## src/rtl/bin2bcd_pkg.sv

```systemverilog
// ---------------------------------------------------------------------------
// bin2bcd_pkg
// Shared definitions for the sequential binary-to-BCD converter.
//   state_t    : FSM states (IDLE, CORRECT, SHIFT, DONE)
//   W_BIN      : binary input width
//   N_DIG      : number of BCD digits produced
//   ITER       : number of shift iterations (one per binary bit)
//   BLANK_CODE : digit code the display driver shows as all segments off
// ---------------------------------------------------------------------------
package bin2bcd_pkg;

    localparam int W_BIN = 8;
    localparam int N_DIG = 3;
    localparam int ITER  = 8;

    localparam logic [3:0] BLANK_CODE = 4'hF;

    typedef enum logic [1:0] {
        IDLE    = 2'd0,
        CORRECT = 2'd1,
        SHIFT   = 2'd2,
        DONE    = 2'd3
    } state_t;

endpackage

```

## src/rtl/bin2bcd_seq_bcd_add3.sv

```systemverilog
// ---------------------------------------------------------------------------
// bcd_add3
// Combinational double-dabble nibble corrector: adds 3 to a BCD nibble
// that is 5 or more, so the following left shift carries into the next
// decimal digit correctly.
// Ports:
//   din  : input  [3:0] BCD nibble before correction
//   dout : output [3:0] corrected nibble
// ---------------------------------------------------------------------------
module bcd_add3 (
    input  logic [3:0] din,
    output logic [3:0] dout
);

    // A nibble of 5..9 would become 10..18 after doubling; adding 3 first
    // makes that doubling produce the proper decimal carry instead.
    always_comb begin
        dout = din;
        if (din >= 4'd5) begin
            dout = din + 4'd3;
        end
    end

endmodule

```

## src/rtl/bin2bcd_seq.sv

```systemverilog
// ---------------------------------------------------------------------------
// bin2bcd_seq
// Sequential binary-to-BCD converter (shift-add-3 / double dabble).
// Captures the multiplier product on start, runs ITER correct/shift
// iterations and presents hundreds/tens/units to the 7-segment driver.
// Ports:
//   clk      : input        clock, rising edge
//   rst      : input        synchronous active-high reset
//   start    : input        conversion request, only sampled in IDLE
//   bin      : input  [7:0] binary value captured on accepted start
//   busy     : output       high while a conversion is in flight
//   done     : output       one-cycle pulse when the digits update
//   hundreds : output [3:0] BCD digit 2
//   tens     : output [3:0] BCD digit 1
//   units    : output [3:0] BCD digit 0
// Configuration macro:
//   BIN2BCD_BLANK_EN : when defined, leading zeros in hundreds/tens are
//                      replaced by BLANK_CODE when the digits register.
// ---------------------------------------------------------------------------
module bin2bcd_seq
    import bin2bcd_pkg::*;
#(
    parameter int W_BIN = bin2bcd_pkg::W_BIN,
    parameter int N_DIG = bin2bcd_pkg::N_DIG
) (
    input  logic             clk,
    input  logic             rst,
    input  logic             start,
    input  logic [W_BIN-1:0] bin,
    output logic             busy,
    output logic             done,
    output logic [3:0]       hundreds,
    output logic [3:0]       tens,
    output logic [3:0]       units
);

    localparam int         WORK_W    = 4 * N_DIG + W_BIN;
    localparam logic [3:0] LAST_ITER = 4'(ITER);

    state_t            state;
    logic [3:0]        cnt;
    logic [WORK_W-1:0] work;
    logic [WORK_W-1:0] corrected;
    logic [3:0]        bcd_h;
    logic [3:0]        bcd_t;
    logic [3:0]        bcd_u;
    logic [3:0]        cnt_next;

    // The binary field passes through the correction step untouched; only
    // the BCD nibbles above it are adjusted, each independently with no
    // carry between digits.
    assign corrected[W_BIN-1:0] = work[W_BIN-1:0];

    for (genvar g = 0; g < N_DIG; g++) begin : g_add3
        bcd_add3 u_add3 (
            .din  (work[W_BIN + 4*g +: 4]),
            .dout (corrected[W_BIN + 4*g +: 4])
        );
    end

    // Digit views of the BCD field, and the incremented iteration count
    // used to decide when the last shift has happened.
    assign bcd_u    = work[W_BIN +: 4];
    assign bcd_t    = work[W_BIN + 4 +: 4];
    assign bcd_h    = work[W_BIN + 8 +: 4];
    assign cnt_next = cnt + 4'd1;

    // Main FSM. IDLE loads the working register; CORRECT and SHIFT
    // alternate ITER times (correct first, so the final shift leaves a
    // valid BCD field); DONE publishes the digits and pulses done. A start
    // arriving outside IDLE is simply dropped. Reset discards any
    // conversion in flight and zeroes the displayed digits.
    always_ff @(posedge clk) begin
        if (rst) begin
            state    <= IDLE;
            cnt      <= 4'd0;
            work     <= '0;
            busy     <= 1'b0;
            done     <= 1'b0;
            hundreds <= 4'd0;
            tens     <= 4'd0;
            units    <= 4'd0;
        end else begin
            done <= 1'b0;
            case (state)
                IDLE: begin
                    if (start) begin
                        work  <= {{(4*N_DIG){1'b0}}, bin};
                        cnt   <= 4'd0;
                        busy  <= 1'b1;
                        state <= CORRECT;
                    end
                end
                CORRECT: begin
                    work  <= corrected;
                    state <= SHIFT;
                end
                SHIFT: begin
                    work <= {work[WORK_W-2:0], 1'b0};
                    cnt  <= cnt_next;
                    if (cnt_next == LAST_ITER) begin
                        state <= DONE;
                    end else begin
                        state <= CORRECT;
                    end
                end
                DONE: begin
`ifdef BIN2BCD_BLANK_EN
                    hundreds <= (bcd_h == 4'd0) ? BLANK_CODE : bcd_h;
                    tens     <= (bcd_h == 4'd0 && bcd_t == 4'd0) ? BLANK_CODE : bcd_t;
`else
                    hundreds <= bcd_h;
                    tens     <= bcd_t;
`endif
                    units <= bcd_u;
                    done  <= 1'b1;
                    busy  <= 1'b0;
                    state <= IDLE;
                end
                default: begin
                    busy  <= 1'b0;
                    state <= IDLE;
                end
            endcase
        end
    end

endmodule

```

## config.mk

```make
export PLATFORM = sky130hd
export DESIGN_NAME = bin2bcd_seq
export DESIGN_NICKNAME = d
export VERILOG_FILES = /design/src/rtl/bin2bcd_pkg.sv /design/src/rtl/bin2bcd_seq_bcd_add3.sv /design/src/rtl/bin2bcd_seq.sv
export SDC_FILE = /design/constraint.sdc
export NUM_CORES = 1
export LEC_CHECK = 0
export ABC_AREA = 1
export BUFFER_PORTS_ARGS = -buffer_cell sky130_fd_sc_hd__clkbuf_2
export CORE_UTILIZATION = 51
export DETAILED_ROUTE_END_ITERATION = 6
export PLACE_DENSITY = 0.74
export SYNTH_ARGS = -nofsm -noshare
export SYNTH_HDL_FRONTEND = slang
export SYNTH_SLANG_ARGS = --single-unit
```

## constraint.sdc

```tcl
create_clock -name clk -period 1.4 [get_ports clk]
set_input_delay 0.07 -clock clk [delete_from_list [all_inputs] [get_ports clk]]
set_output_delay 0.07 -clock clk [all_outputs]
set_load 0.005 [all_outputs]
```

After elaboration in Yosys (flattened, before gate mapping)
Index checks and enable logic that the tools add are counted.
{"block": "op_classes", "add_sub_neg": 4, "n_lt_le_gt_ge": 3, "eq_ne": 8, "muxes": 13, "bitwise": 1, "reduce_logical": 10}
{"op": "20-bit one-hot mux with 3 select lines", "count": 1}
{"op": "20-bit 2-to-1 mux", "count": 1}
{"op": "4-bit 2-to-1 mux", "count": 4}
{"op": "4-bit by 2-bit adder with 4-bit output (second input constant)", "count": 3}
{"op": "4-bit by 3-bit greater-or-equal comparator with 1-bit output (second input constant)", "count": 3}
{"op": "3-bit AND reduction", "count": 4}
{"op": "2-bit one-hot mux with 4 select lines", "count": 1}
{"op": "4-bit one-hot mux with 2 select lines", "count": 1}
{"op": "2-bit by 1-bit != test with 1-bit output (second input constant)", "count": 3}
{"op": "4-bit by 1-bit adder with 4-bit output (second input constant)", "count": 1}
{"op": "2-bit equality test (second input constant)", "count": 2}
{"op": "4-bit equality test (second input constant)", "count": 1}
{"op": "2-bit 2-to-1 mux", "count": 2}
{"op": "2-bit AND reduction", "count": 2}
{"op": "2-bit nonzero test", "count": 2}
{"op": "3-bit nonzero test", "count": 1}
{"op": "2-bit by 1-bit equality test with 1-bit output (second input constant)", "count": 1}
{"op": "2-bit zero test", "count": 1}
{"op": "1-bit 2-to-1 mux", "count": 2}
{"op": "2-bit != test (second input constant)", "count": 1}
{"op": "1-bit one-hot mux with 2 select lines", "count": 1}
{"op": "1-bit inverter", "count": 1}
{"block": "totals", "register_bits": 40, "inputBits": 11, "output_inout_bits": 14, "wordCells": 50}

Logic depth before layout (Yosys ltp)
{"block": "logic_depth", "word_depth": 4, "depth_mapped": 10, "ltp_nobuf": 9}

Modules after synthesis
Synthesis repeated with hierarchy kept, for this count alone.
{"block": "unflattened", "cells_unflattened": 329, "area_unflattened_um2": 2270.9}
{"module": "bin2bcd_seq", "instances": 1, "cells_each": 260, "area_per_inst_um2": 1865.5, "seq_area_each_um2": 800.8}
{"module": "bcd_add3", "instances": 3, "cells_each": 23, "area_per_inst_um2": 135.1, "seq_area_each_um2": 0.0}

Worst setup path after synthesis
OpenSTA, ideal clock, no wires.
{"block": "synth_path", "path_type": "register -> register", "from": "register state[0]", "to": "register work[1]", "setup_time_ns": 0.116, "arrival_time_ns": 1.305, "required_time_ns": 1.284, "slack_ns": -0.021, "path_stages_with_launch": 10, "path_buffers": 1, "synth_period_minus_slack_ns": 1.421, "path_cell_list": "dfxtp_1 inv_1 ha_1 inv_2 nor2_8 inv_4 nand2_4 inv_4 buf_6 o211a_1"}
{"block": "synth_between", "elab_chain_cells": 3, "elab_cells_between_ends": 8, "classes_between": "3 x eq/ne; 1 x mux; 1 x bitwise; 3 x reduce/logical"}
{"element": "from (decl)", "line": "bin2bcd_seq.sv:40", "rtl": "state_t state;"}
{"element": "from (signal assigned)", "line": "bin2bcd_seq.sv:75", "rtl": "state <= IDLE;"}
{"element": "from (signal assigned)", "line": "bin2bcd_seq.sv:91", "rtl": "state <= CORRECT;"}
{"element": "from (signal assigned)", "line": "bin2bcd_seq.sv:96", "rtl": "state <= SHIFT;"}
{"element": "2-bit equality test, or another cell as far along", "line": "bin2bcd_seq.sv:85", "rtl": "case (state)"}
{"element": "2-bit nonzero test (no line), or another cell as far along"}
{"element": "3-bit AND reduction (no line)"}
{"element": "to (signal assigned)", "line": "bin2bcd_seq.sv:88", "rtl": "work <= {{(4*N_DIG){1'b0}}, bin};"}
{"element": "to (signal assigned)", "line": "bin2bcd_seq.sv:95", "rtl": "work <= corrected;"}
{"element": "to (signal assigned)", "line": "bin2bcd_seq.sv:99", "rtl": "work <= {work[WORK_W-2:0], 1'b0};"}
{"element": "to (decl)", "line": "bin2bcd_seq.sv:42", "rtl": "logic [WORK_W-1:0] work;"}
Parallel ways exist; a longest one is shown, timed or not.
A chain may end at the register's enable or synchronous reset.

Worst setup path in the final report
{"block": "layout_path", "from": "register state[0]", "to": "register work[14]"}
{"block": "layout_between", "elab_chain_cells": 3, "elab_cells_between_ends": 8, "classes_between": "4 x eq/ne; 1 x mux; 3 x reduce/logical"}
{"element": "2-bit by 1-bit equality test with 1-bit output, or another cell as far along", "line": "bin2bcd_seq.sv:85"}
{"element": "2-bit by 1-bit != test with 1-bit output (no line), or another cell as far along"}
{"element": "3-bit AND reduction (no line)"}
Parallel ways exist; a longest one is shown, timed or not.

==> impl_metrics.yaml <==
run_status:
  status: "complete, no violations"
timing:
  tightest_slew_ns: 0.273
  rsz0062_at_grt: "yes"
  maxSlewHeadroom_pct: 81.7
  setup_viol: 0
  fmax_mhz: 715
  post-route-period-util_pct: 99.9
  tns_ns: 0
  holdWs_ns: 0.0239
  slew_viol_final: 0
  fin_skew_ns: 0.00523
  finalCriticalPeriod_ns: 1.40
  finalHoldViolCount: 0
routing:
  via_per_inst: 5.25
  drt-pass1-iter-count: 4
  route.detailed.drc: 0
  wl_per_cell_um: 12.7
  drt_iter0_markers: 107
  ant_nets: 0
  wl_um: 4530
  num_vias: 1876
yosys:
  syn_inst: 267
  synth-compound-area-share_pct: 20.5
  avgSynthCellArea_um2: 7.51
  yosys.area.top_type: "dfxtp_1"
  ys_warn_count: 0
  synth_seq_cells: 40
  seq_area_frac_synth_pct: 40.0
  syn_nets: 290
  synth_cell_types: 21
  yosys.area_share.adder_pct: 7.49
  syn_area_um2: 2000
  synth_xor_area_share_pct: 0.437
  synthSimpleGateAreaFrac_pct: 23.3
  synth.mux.area_fraction_pct: 0
  synth_area_leaders: "dfxtp_1, nand2_1, ha_1, a21oi_1, nand3_1"
  synth_top_area_share_pct: 40.0
  synth_top_family_by_area: "simple AND/OR/NAND/NOR gates"
setup_path:
  cpMaxStageDelayCell: "dfxtp_4"
  critical_path.max_stage_delay_ns: 0.38
  critPathKind: "reg2reg"
  cp_max_fo: 6
  cp_cell_sequence: "inv_2, ha_4, clkinvlp_4, buf_4, nor2_2, nand2_1, a21oi_1"
  crit_arrival_ns: 1.62
  end_kind: "flop"
  cp.required_ns: 1.62
  reg2reg_from: "state[0]$_SDFFE_PP0P_"
  worstSetupStartpoint: "state[0]$_SDFFE_PP0P_"
  rr_worst_depth: 7
  crit_path_start_kind: "flop"
final_layout:
  antenna_cells: 0
  finalInstanceArea_um2: 2460
  nets: 332
  instances_no_fill: 357
  syn2layout_area_growth_pct: 22.6
  drive_above_1_share_pct: 26.9
  post-route-util_pct: 66.1
clocking:
  cts_tree: "built"
  cts_hold_buf: 0
  htreeDepth: 2
  clk_path_buf_depth: 2
  clk_pin_slew_ns: 0.08
  clkSinkCount: 40
  clk_latency_ns: 0.29
  numCtsBuffers: 5
  root_buffer: "clkbuf_8"
pwr:
  vdd_drop_max_uv: 803
  p_leak_nw: 1.15
  power.density_nw_per_um2: 1600
place:
  io_buffer_count: 24
  post_dp_cell_area_um2: 2270
  place.gp.congestion: 0.900
  hpwlAfterDp_um: 3130
  dp_cells: 345
global_routing:
  grt-ovfl-total: 0
  grt_antenna_before_repair: 0
  grt_pass1_vias: 1726
  grt_first_pass_wirelength_um: 7410
  gr-usage-all-layers_pct: 23.2
  grt_max_degree: 24
die:
  die_w_um: 64.7
  start_util_pct: 53.9
  core_um2: 3720
  die_area_um2: 4180
  die_h_um: 64.7
  fp-row-count: 22
  num_io_pins: 25
hold_path:
  min_path_type: "in2reg"
  hold_depth: 3
  hp-start: "bin[0]"
flow_run:
  max_cap_viol_count: 0
[worst max-delay path: cells and delay by family (launching register included)]
kind,cells,cell delay (ns)
adders and majority gates,1,0.30
DFF,1,0.38
AOI/OAI and AO/OA,1,0.12
buffers and inverters,3,0.37
and+or+nand+nor,2,0.16
[synth_stat cells, drive strengths merged]
master,number
nand2,59
dfxtp,40
o21ai,27
xor2,1
inv,24
a211oi,3
o22ai,6
ha,12
nor2,20
a21oi,29
o211a,6
nand4,1
buf,9
nand3,25
clkbuf,5
[flip-flops by register name, summed over array words and instances, names as in the netlist]
register and flops:
tens 4, units 4, busy 1, work 20, state 2, hundreds 4, cnt 4, done 1
[metrics by stage]
step	power [mW]	setup WS, ns
after floorplan	2.51	0.00796
after global placement	2.91	-0.0542
after detailed placement	2.95	-0.0852
after CTS	3.82	0.00711
after global routing	4.18	-0.0796
final	3.93	0.00197
[worst paths after layout]
kind                                end  slack (ns)
setup reg to reg  work[14]$_SDFFE_PP0P_       0.002
setup / recovery  work[14]$_SDFFE_PP0P_       0.002
hold reg to reg    work[0]$_SDFFE_PP0P_        0.47
hold / removal     work[0]$_SDFFE_PP0P_        0.02
[report_power, final]
| part | total, mW | internal (mW) | switching [mW] |
|---|---|---|---|
| Sequential | 1.49 | 1.36 | 0.130 |
| Combinational | 1.71 | 0.735 | 0.977 |
| Clock | 0.728 | 0.339 | 0.389 |
[kinds of logic (layout without fill, tap and decap cells)]
| kind of cell | after synthesis | in the layout |
|---|---|---|
| flip-flops | 40 | 40 |
| buffers and inverters | 38 | 80 |
| XOR/XNOR | 1 | 1 |
| adder cells (fa/ha/maj) | 12 | 12 |
| AO/OA/AOI/OAI | 71 | 71 |
| AND/OR/NAND/NOR | 105 | 105 |
[repair_timing]
action | CTS | global route
resized for setup | 9 | 19
setup endpoints to repair | 24 | 24
buffers inserted | 4 | 1
pin swaps | 0 | 1
[metal layers]
metal / global-route usage [%] / up-vias / wire length [um]
li1: - / 975 / -
met4: 10.3 / 0 / 59
met3: 4.75 / 6 / 137
met1: 26.8 / 862 / 2110
met2: 40.8 / 33 / 2230
met5: 0 / - / 0
[cell usage in the layout (no fill, tap or decap), drive strengths merged]
cell type  synthesis  layout
nand2             59      59
dfxtp             40      40
clkbuf             5      30
a21oi             29      29
o21ai             27      27
nand3             25      25
buf                9      25
inv               24      23
nor2              20      20
ha                12      12
o22ai              6       6
o211a              6       6
a211oi             3       3
xor2               1       1
nand4              1       1
clkinvlp           0       1
clkinv             0       1
[area by class of cell]
class,count,area (um^2)
Clock buffer,6,72.6
Clock inverter,1,5.00
Fill cell,325,1260
Inverter,24,104
Multi-Input combinational cell,189,1090
Sequential cell,40,807
Tap cell,48,60.1
Timing Repair Buffer,49,315
Power figures use the tool's default switching activity.
